[src/rtl/cpu_pkg.sv]
// rtl/cpu_pkg.sv - shared types and constants for the core pipeline sequencer
// Contents: hazard_state_t (sequencer FSM states), regaddr_t (register specifier),
//           REG_ZERO (hard-wired zero register).
package cpu_pkg;

    localparam int DEF_REG_ADDR_W = 5;

    typedef logic [DEF_REG_ADDR_W-1:0] regaddr_t;

    // Register 0 is hard-wired to zero, so a load targeting it never creates a dependency.
    localparam regaddr_t REG_ZERO = '0;

    typedef enum logic [1:0] {
        RUN   = 2'd0,
        WAIT  = 2'd1,
        ERROR = 2'd2
    } hazard_state_t;

endpackage

[src/rtl/sat_counter.sv]
// rtl/sat_counter.sv - saturating up-counter with synchronous clear
// Ports: clk, rst_n (async active-low), clr (sync clear, wins over inc),
//        inc (count enable), count (current value, sticks at all-ones).
module sat_counter #(
    parameter int W = 32
) (
    input  logic         clk,
    input  logic         rst_n,
    input  logic         clr,
    input  logic         inc,
    output logic [W-1:0] count
);

    logic [W-1:0] r_count;

    always_ff @(posedge clk or negedge rst_n) begin
        if (!rst_n) begin
            r_count <= '0;
        end else if (clr) begin
            r_count <= '0;
        end else if (inc && (r_count != '1)) begin
            r_count <= r_count + W'(1);
        end
    end

    assign count = r_count;

endmodule

[src/rtl/hazard_controller.sv]
// rtl/hazard_controller.sv - 5-stage pipeline sequencer: load-use stall, branch flush, memory freeze
// Ports: clk, rst_n (async active-low);
//        hazard inputs id_rs/id_rt/id_usesRt, ex_memRead/ex_rt, branchTaken, dmemReq/dmemReady;
//        clearCounters (sync clear of both counters);
//        enables pcWrite/ifIdWrite/idExWrite/exMemWrite, inhibitControl, ifIdFlush;
//        memError (sticky timeout flag), stallCycles/flushCount (saturating counters).
module hazard_controller
    import cpu_pkg::*;
#(
    parameter int REG_ADDR_W  = DEF_REG_ADDR_W,
    parameter int MEM_TIMEOUT = 16,
    parameter int CNT_W       = 32
) (
    input  logic                  clk,
    input  logic                  rst_n,
    input  logic [REG_ADDR_W-1:0] id_rs,
    input  logic [REG_ADDR_W-1:0] id_rt,
    input  logic                  id_usesRt,
    input  logic                  ex_memRead,
    input  logic [REG_ADDR_W-1:0] ex_rt,
    input  logic                  branchTaken,
    input  logic                  dmemReq,
    input  logic                  dmemReady,
    input  logic                  clearCounters,
    output logic                  pcWrite,
    output logic                  ifIdWrite,
    output logic                  idExWrite,
    output logic                  exMemWrite,
    output logic                  inhibitControl,
    output logic                  ifIdFlush,
    output logic                  memError,
    output logic [CNT_W-1:0]      stallCycles,
    output logic [CNT_W-1:0]      flushCount
);

    localparam int                WAIT_W    = $clog2(MEM_TIMEOUT) + 1;
    localparam logic [WAIT_W-1:0] WAIT_LAST = WAIT_W'(MEM_TIMEOUT - 1);

    hazard_state_t     r_state;
    hazard_state_t     w_state_nxt;
    logic [WAIT_W-1:0] r_wait_cnt;
    logic [WAIT_W-1:0] w_wait_cnt_nxt;
    logic              r_mem_error;
    logic              w_mem_error_nxt;

    logic w_mem_stall;
    logic w_freeze;
    logic w_ex_rt_nonzero;
    logic w_load_use;
    logic w_stall_inc;

    assign w_mem_stall     = dmemReq & ~dmemReady;
    assign w_freeze        = w_mem_stall | (r_state == ERROR);
    assign w_ex_rt_nonzero = (ex_rt != REG_ADDR_W'(REG_ZERO));
    assign w_load_use      = ex_memRead & w_ex_rt_nonzero &
                             ((ex_rt == id_rs) | (id_usesRt & (ex_rt == id_rt)));

    always_ff @(posedge clk or negedge rst_n) begin
        if (!rst_n) begin
            r_state     <= RUN;
            r_wait_cnt  <= '0;
            r_mem_error <= 1'b0;
        end else begin
            r_state     <= w_state_nxt;
            r_wait_cnt  <= w_wait_cnt_nxt;
            r_mem_error <= w_mem_error_nxt;
        end
    end

    always_comb begin
        w_state_nxt     = r_state;
        w_wait_cnt_nxt  = r_wait_cnt;
        w_mem_error_nxt = r_mem_error;
        pcWrite         = 1'b1;
        ifIdWrite       = 1'b1;
        idExWrite       = 1'b1;
        exMemWrite      = 1'b1;
        inhibitControl  = 1'b0;
        ifIdFlush       = 1'b0;

        // waitCnt counts wait cycles already spent, so the first stalled cycle in RUN loads 1.
        case (r_state)
            RUN: begin
                if (w_mem_stall) begin
                    w_state_nxt    = WAIT;
                    w_wait_cnt_nxt = WAIT_W'(1);
                end
            end
            WAIT: begin
                if (!w_mem_stall) begin
                    w_state_nxt    = RUN;
                    w_wait_cnt_nxt = '0;
                end else if (r_wait_cnt == WAIT_LAST) begin
                    w_state_nxt     = ERROR;
                    w_mem_error_nxt = 1'b1;
                end else begin
                    w_wait_cnt_nxt = r_wait_cnt + WAIT_W'(1);
                end
            end
            ERROR: begin
                w_mem_error_nxt = 1'b1;
            end
            default: begin
                w_state_nxt    = RUN;
                w_wait_cnt_nxt = '0;
            end
        endcase

        // Outputs stay at their free-running defaults while reset is held.
        if (rst_n) begin
            if (w_freeze) begin
                pcWrite    = 1'b0;
                ifIdWrite  = 1'b0;
                idExWrite  = 1'b0;
                exMemWrite = 1'b0;
            end else if (w_load_use) begin
                // Bubble into EX; a concurrent taken branch is ignored because its
                // operands depend on the load and it re-resolves next cycle.
                pcWrite        = 1'b0;
                ifIdWrite      = 1'b0;
                inhibitControl = 1'b1;
            end else if (branchTaken) begin
                ifIdFlush = 1'b1;
            end
        end
    end

    assign memError    = r_mem_error;
    assign w_stall_inc = ~pcWrite;

    sat_counter #(
        .W(CNT_W)
    ) u_stall_cnt (
        .clk  (clk),
        .rst_n(rst_n),
        .clr  (clearCounters),
        .inc  (w_stall_inc),
        .count(stallCycles)
    );

    sat_counter #(
        .W(CNT_W)
    ) u_flush_cnt (
        .clk  (clk),
        .rst_n(rst_n),
        .clr  (clearCounters),
        .inc  (ifIdFlush),
        .count(flushCount)
    );

endmodule

[config.mk]
export PLATFORM = sky130hd
export DESIGN_NAME = hazard_controller
export DESIGN_NICKNAME = d
export VERILOG_FILES = /design/src/rtl/cpu_pkg.sv /design/src/rtl/sat_counter.sv /design/src/rtl/hazard_controller.sv
export SDC_FILE = /design/constraint.sdc
export NUM_CORES = 1
export LEC_CHECK = 0
export ABC_AREA = 1
export CORE_MARGIN = 2
export CORE_UTILIZATION = 58
export DETAILED_ROUTE_END_ITERATION = 16
export PLACE_DENSITY = 0.92
export REMOVE_ABC_BUFFERS = 1
export SYNTH_ARGS = -nofsm -noshare
export SYNTH_HDL_FRONTEND = slang
export SYNTH_SLANG_ARGS = --single-unit
[constraint.sdc]
create_clock -name clk -period 4.4 [get_ports clk]
set_input_delay 0.44 -clock clk [delete_from_list [all_inputs] [get_ports clk]]
set_output_delay 0.44 -clock clk [all_outputs]
set_load 0.1 [all_outputs]
Word level (Yosys, flattened, before mapping)

Index checks and enable logic that the tools add are counted.

Register bits after elaboration: 72
Output and inout bits: 71

Mux-type cells: 27
Equality and inequality tests: 12
Reduce and logical (&&, ||, !) cells: 10
Bitwise operators: 9
Add/sub/neg operators: 3

Operators with widths:

| kind                  | number |
|---|---|
| $mux 32               | 4 |
| $add 32x1->32 const B | 2 |
| $ne 32x32->1 const B  | 2 |
| $mux 5                | 3 |
| $pmux 5 s3            | 1 |
| $mux 1                | 14 |
| $eq 5x5->1            | 2 |
| $reduce_and 3->1      | 3 |
| $mux 2                | 3 |
| $ne 2x2->1 const B    | 3 |
| $ne 3x3->1 const B    | 2 |
| $pmux 2 s3            | 1 |
| $reduce_bool 2->1     | 3 |
| $add 5x1->5 const B   | 1 |
| $eq 5x4->1 const B    | 1 |
| $reduce_bool 5->1     | 1 |
| $and 1x1->1           | 4 |
| $not 1->1             | 3 |
| $eq 2x1->1 const B    | 1 |
| $eq 2x2->1 const B    | 1 |
| $logic_and 1x1->1     | 2 |
| $logic_not 2->1       | 1 |
| $or 1x1->1            | 2 |
| $pmux 1 s2            | 1 |

Logic depth before layout (Yosys ltp)

Word-level depth: 11
Depth in mapped cells: 13
Mapped depth without buffers: 13

Hierarchy

From an unflattened synthesis, not the netlist that was laid out.

Cell total of the unflattened synthesis: 806
Area, all modules: 5,206.2 µm²

By module, submodules not included:

| module            | instances | cells each | area an instance (µm²) |
|---|---|---|---|
| sat_counter       | 2         | 345        | 2,243.4 |
| hazard_controller | 1         | 116        | 719.4 |

Worst setup path after synthesis

Ideal clock, no wire load.

Path kind: input to output
Start: input dmemReq
End: output ifIdFlush
Arrival: 3.126 ns
Stages: 6
Path buffers: 0
Slack: 0.834 ns
Path through: inv_1 -> nor2_1 -> inv_1 -> nand2_1 -> nor3b_1 -> a21boi_0

Word-level cells in the longest chain between the ends: 4

Ends and longest elaborated chain:

| what            | RTL line                 | RTL |
|---|---|---|
| start, declared | hazard_controller.sv:22  | `input logic dmemReq,` |
| $and 1x1->1     | hazard_controller.sv:52  | `assign w_mem_stall = dmemReq & ~dmemReady;` |
| $or 1x1->1      | hazard_controller.sv:53  | `assign w_freeze = w_mem_stall \| (r_state == ERROR);` |
| $mux 1          | hazard_controller.sv:111 | `if (w_freeze) begin` |
| $mux 1          | hazard_controller.sv:110 | `if (rst_n) begin` |
| end, declared   | hazard_controller.sv:30  | `output logic ifIdFlush,` |

No other way between the ends.

Final worst setup path

Start: input rst_n
End: output ifIdWrite

Word-level cells in the longest chain between the ends: 1

Ends and longest elaborated chain:

| what            | RTL line                 | RTL |
|---|---|---|
| start, declared | hazard_controller.sv:15  | `input logic rst_n,` |
| $mux 1          | hazard_controller.sv:110 |  |
| end, declared   | hazard_controller.sv:26  | `output logic ifIdWrite,` |

No other way between the ends.

==> summary.txt <==
Placement
  • Worst-case setup slack after placement: 1.43 ns
  • Post-detailed-placement half-perimeter wirelength: 9.65 mm
  • Gp weighted congestion: ~0.97
  • Number of port buffers: 93
  • Post-Place Cells: 1,005

Route
  • Number of detailed-route iterations in the first pass: 5
  • Top routing layer in use: met4
  • DRC violation count after routing: 0
  • Via total after detailed routing: approximately 5,600
  • Total wirelength of the detailed-routed design: roughly 14 mm
  • Routed length on met2: 6.62 mm
  • WL/cell: 13.5 um
  • Antenna Violating Nets Remaining: 0
  • Routed wl met3: between 1 and 1.5 mm
  • Via count normalized by instance count: 5.45
  • Met1 Routed Length: ~5.8 mm
  • First DRT Iteration DRCs: 388

Timing
  • Clock tree skew after final layout: about 0.011 ns
  • Headroom to the max-slew limit: 0.339
  • Fraction of the cycle the final worst path needs: 0.762
  • Unrepaired setup endpoints after global routing: no
  • Final critical path time including I/O delays and setup: 3.35 ns
  • Max-slew violation count: 0
  • Count of final hold-check violations: 0
  • Max Clk Rate: 298 MHz
  • Slew at the pin with the worst max-slew slack: 0.988 ns
  • Smallest hold slack: between 0.4 and 0.5 ns
  • Worst setup slack after layout: 1.05 ns
  • Final setup vio count: 0

Pwr
  • Static leakage: 3.11 nW
  • Final Total Pwr: 1.57 mW
  • Max VDD drop: 0.000198 V
  • Pwr dens: 243 nW/um^2

Logic synthesis
  • Simple-gate share of the synthesized area: 0.466
  • Adder-cell share of the synthesized area: 0.00956
  • Most area-hungry cell type in the Yosys netlist: sky130_fd_sc_hd__dfrtp_1
  • Post-synthesis average cell area: 6.30 um^2
  • Xor-xnor portion of the synthesized cell area: 0.0603
  • Post-synthesis register bit count: 72
  • Area fraction of the dominant cell type after synthesis: 0.344
  • Portion of netlist area occupied by mux cells: 0
  • Dominant combinational cell family by area after synthesis: simple AND/OR/NAND/NOR gates
  • Ranking of synthesized cells by area: sky130_fd_sc_hd__dfrtp_1 (34%), sky130_fd_sc_hd__nand2_1 (21%), sky130_fd_sc_hd__nor2_1 (9.1%)
  • Complex-gate fraction of the synthesized area: 0.0230
  • Proportion of synthesized chip area in sequential cells: 0.344
  • Yosys warns: 0
  • Synth cell types: 31
  • Count of mapped cells out of synthesis: 830
  • Post-synthesis instance area: 5230 um^2

CTS
  • Total setup buffers inserted after CTS: 0
  • Worst skew pair latency: about 0.36 ns
  • Clock sinks: approximately 70
  • CTS Root Cell: sky130_fd_sc_hd__clkbuf_8
  • TritonCTS clock tree: yes
  • Clock slew at reported path FFs: roughly 0.08 ns
  • CTS buffer count: 9
  • H-tree depth: 3
  • Number of buffers on the longest clock path: 2
  • Number of cells upsized or downsized after cts: 0

Floorplan
  • Starting Density: 0.600
  • Die Ht: 99.0 um
  • Die footprint: between 9000 and 10,000 um^2
  • Ports: 94
  • Die Span X: 99.0 um
  • Core Rows: 34
  • Core region area: 8720 um^2

Critical path
  • CP max-delay cell: sky130_fd_sc_hd__buf_4
  • CP Max Fanout: a little under 50
  • Critical path, cell by cell: dlygate4sd3_1 -> buf_4 -> buf_4 -> nand3_1 -> nand2_1 -> buf_4 -> inv_1 -> buf_4
  • Category of cells accounting for the largest share of critical-path delay: buffers and inverters
  • Required time of the worst setup path: ~4 ns
  • Crit end category: primary output
  • Arrival time reported for the critical path endpoint: 2.91 ns
  • Worst Setup Start Kind: input pin
  • Top cell by count, worst path: sky130_fd_sc_hd__buf_4
  • Combined buffer and inverter count along the critical path: 6
  • CP Class: input pin to primary output
  • Slowest cell delay on critical path: 0.58 ns

GRT
  • Number of antenna violations at the first check in global routing: 0
  • Overall track demand over capacity in global routing: 0.285
  • Maximum number of pins on one net before global-route repair: 68
  • Sum of overflow across all layers after global routing: 0
  • Via count of the first global-routing pass: 5,043
  • Wire length of the first global-routing pass: 22.9 mm

Cells and area
  • Final standard cell count with taps included and fillers excluded: 1,022
  • Area growth from synthesis to final layout: 23.1%
  • Post-Route Utilization: 0.739
  • Layout Nets: ~940
  • Antenna cells: 0
  • Share of final-layout standard cells stronger than drive strength 1: 0.0383

Status
  • Status: finished, final reports clean

Flow run
  • Total of max-cap violations: 0

Hold path
  • Hold/Removal Path Class: register to register
layout by cell type, fill, tap and decap left out, drive strengths merged:
cell / count
o31ai: 1
clkdlybuf4s50: 88
nand3: 94
or2: 1
nor3b: 1
nor3: 14
ha: 4
dfrtp: 72
inv: 95
nand2: 297
clkbuf: 10
dlygate4sd3: 1
nand4: 37
nor2: 129
a21oi: 3
o21ai: 15
xnor2: 12
a21boi: 1
o21a: 1
buf: 9
bufinv: 4
a22oi: 1
xor2: 24
worst reg2reg max path, delay by kind of cell (launching register included):
| family | cells | cell delay [ns] |
|---|---|---|
| buffers and inverters | 1 | 0.09 |
| adder cells (fa/ha/maj) | 1 | 0.24 |
| flip-flops | 1 | 0.43 |
| AND/OR/NAND/NOR | 8 | 2.01 |
flip-flops by register name (all words and copies together) (netlist names):
register           count
r_state                2
u_stall_cnt.count     32
u_flush_cnt.count     32
memError               1
r_wait_cnt             5
power breakdown:
group / internal (mW) / switching (mW) / total (mW)
combinational: 0.0446 / 0.123 / 0.167
sequential: 0.666 / 0.00675 / 0.673
clock: 0.454 / 0.274 / 0.727
path summary, 6_finish.rpt:
kind / startpoint / to / slack (ns) / depth (start not counted)
setup / recovery: rst_n / ifIdWrite / 1.05 / 8
hold / removal: memError / memError / 0.47 / 1
setup reg to reg: u_flush_cnt.count[0] / u_flush_cnt.count[14] / 1.58 / 10
hold reg to reg: memError / memError / 0.47 / 1
max in group asynchronous: rst_n / u_stall_cnt.count[28] / 2.91 / 3
min in group asynchronous: rst_n / r_wait_cnt[0] / 0.58 / 2
layout make-up:
class	count	area, um^2
Clock buffer	10	138
Clock inverter	6	138
Fill cell	699	2280
Inverter	93	349
Multi-Input combinational cell	635	2920
Sequential cell	72	1800
Tap cell	108	135
Timing Repair Buffer	98	958
through the flow:
step                cell area, um^2  setup TNS [ns]
floorplan                      5070          -0.759
global placement               6160               0
detailed placement             6160               0
CTS                            6440               0
global route                   6440               0
finish                         6440               0
synthesized netlist by cell type (all sizes together):
| cell type | n |
|---|---|
| a21boi | 1 |
| a21oi | 3 |
| a22oi | 1 |
| buf | 20 |
| clkbuf | 10 |
| dfrtp | 72 |
| ha | 4 |
| inv | 93 |
| nand2 | 297 |
| nand3 | 94 |
| nand4 | 37 |
| nor2 | 129 |
| nor3 | 14 |
| nor3b | 1 |
| o21a | 1 |
| o21ai | 15 |
| o31ai | 1 |
| or2 | 1 |
| xnor2 | 12 |
| xor2 | 24 |
logic make-up after synthesis:
family | count (synthesis)
flip-flops | 72
AO/OA/AOI/OAI | 22
adder cells (fa/ha/maj) | 4
XOR/XNOR | 36
AND/OR/NAND/NOR | 573
buffers and inverters | 123
metal layers:
metal	vias up	track usage
li1	2774	-
met4	0	0.106
met1	2524	0.371
met2	231	0.478
met5	-	0
met3	38	0.0461
what timing repair did:
item,CTS,global route
hold buffers,1,0
setup endpoints to repair,0,0
endpoints found under the hold margin,24,0
No activity file was read; power rests on OpenSTA's default activity.
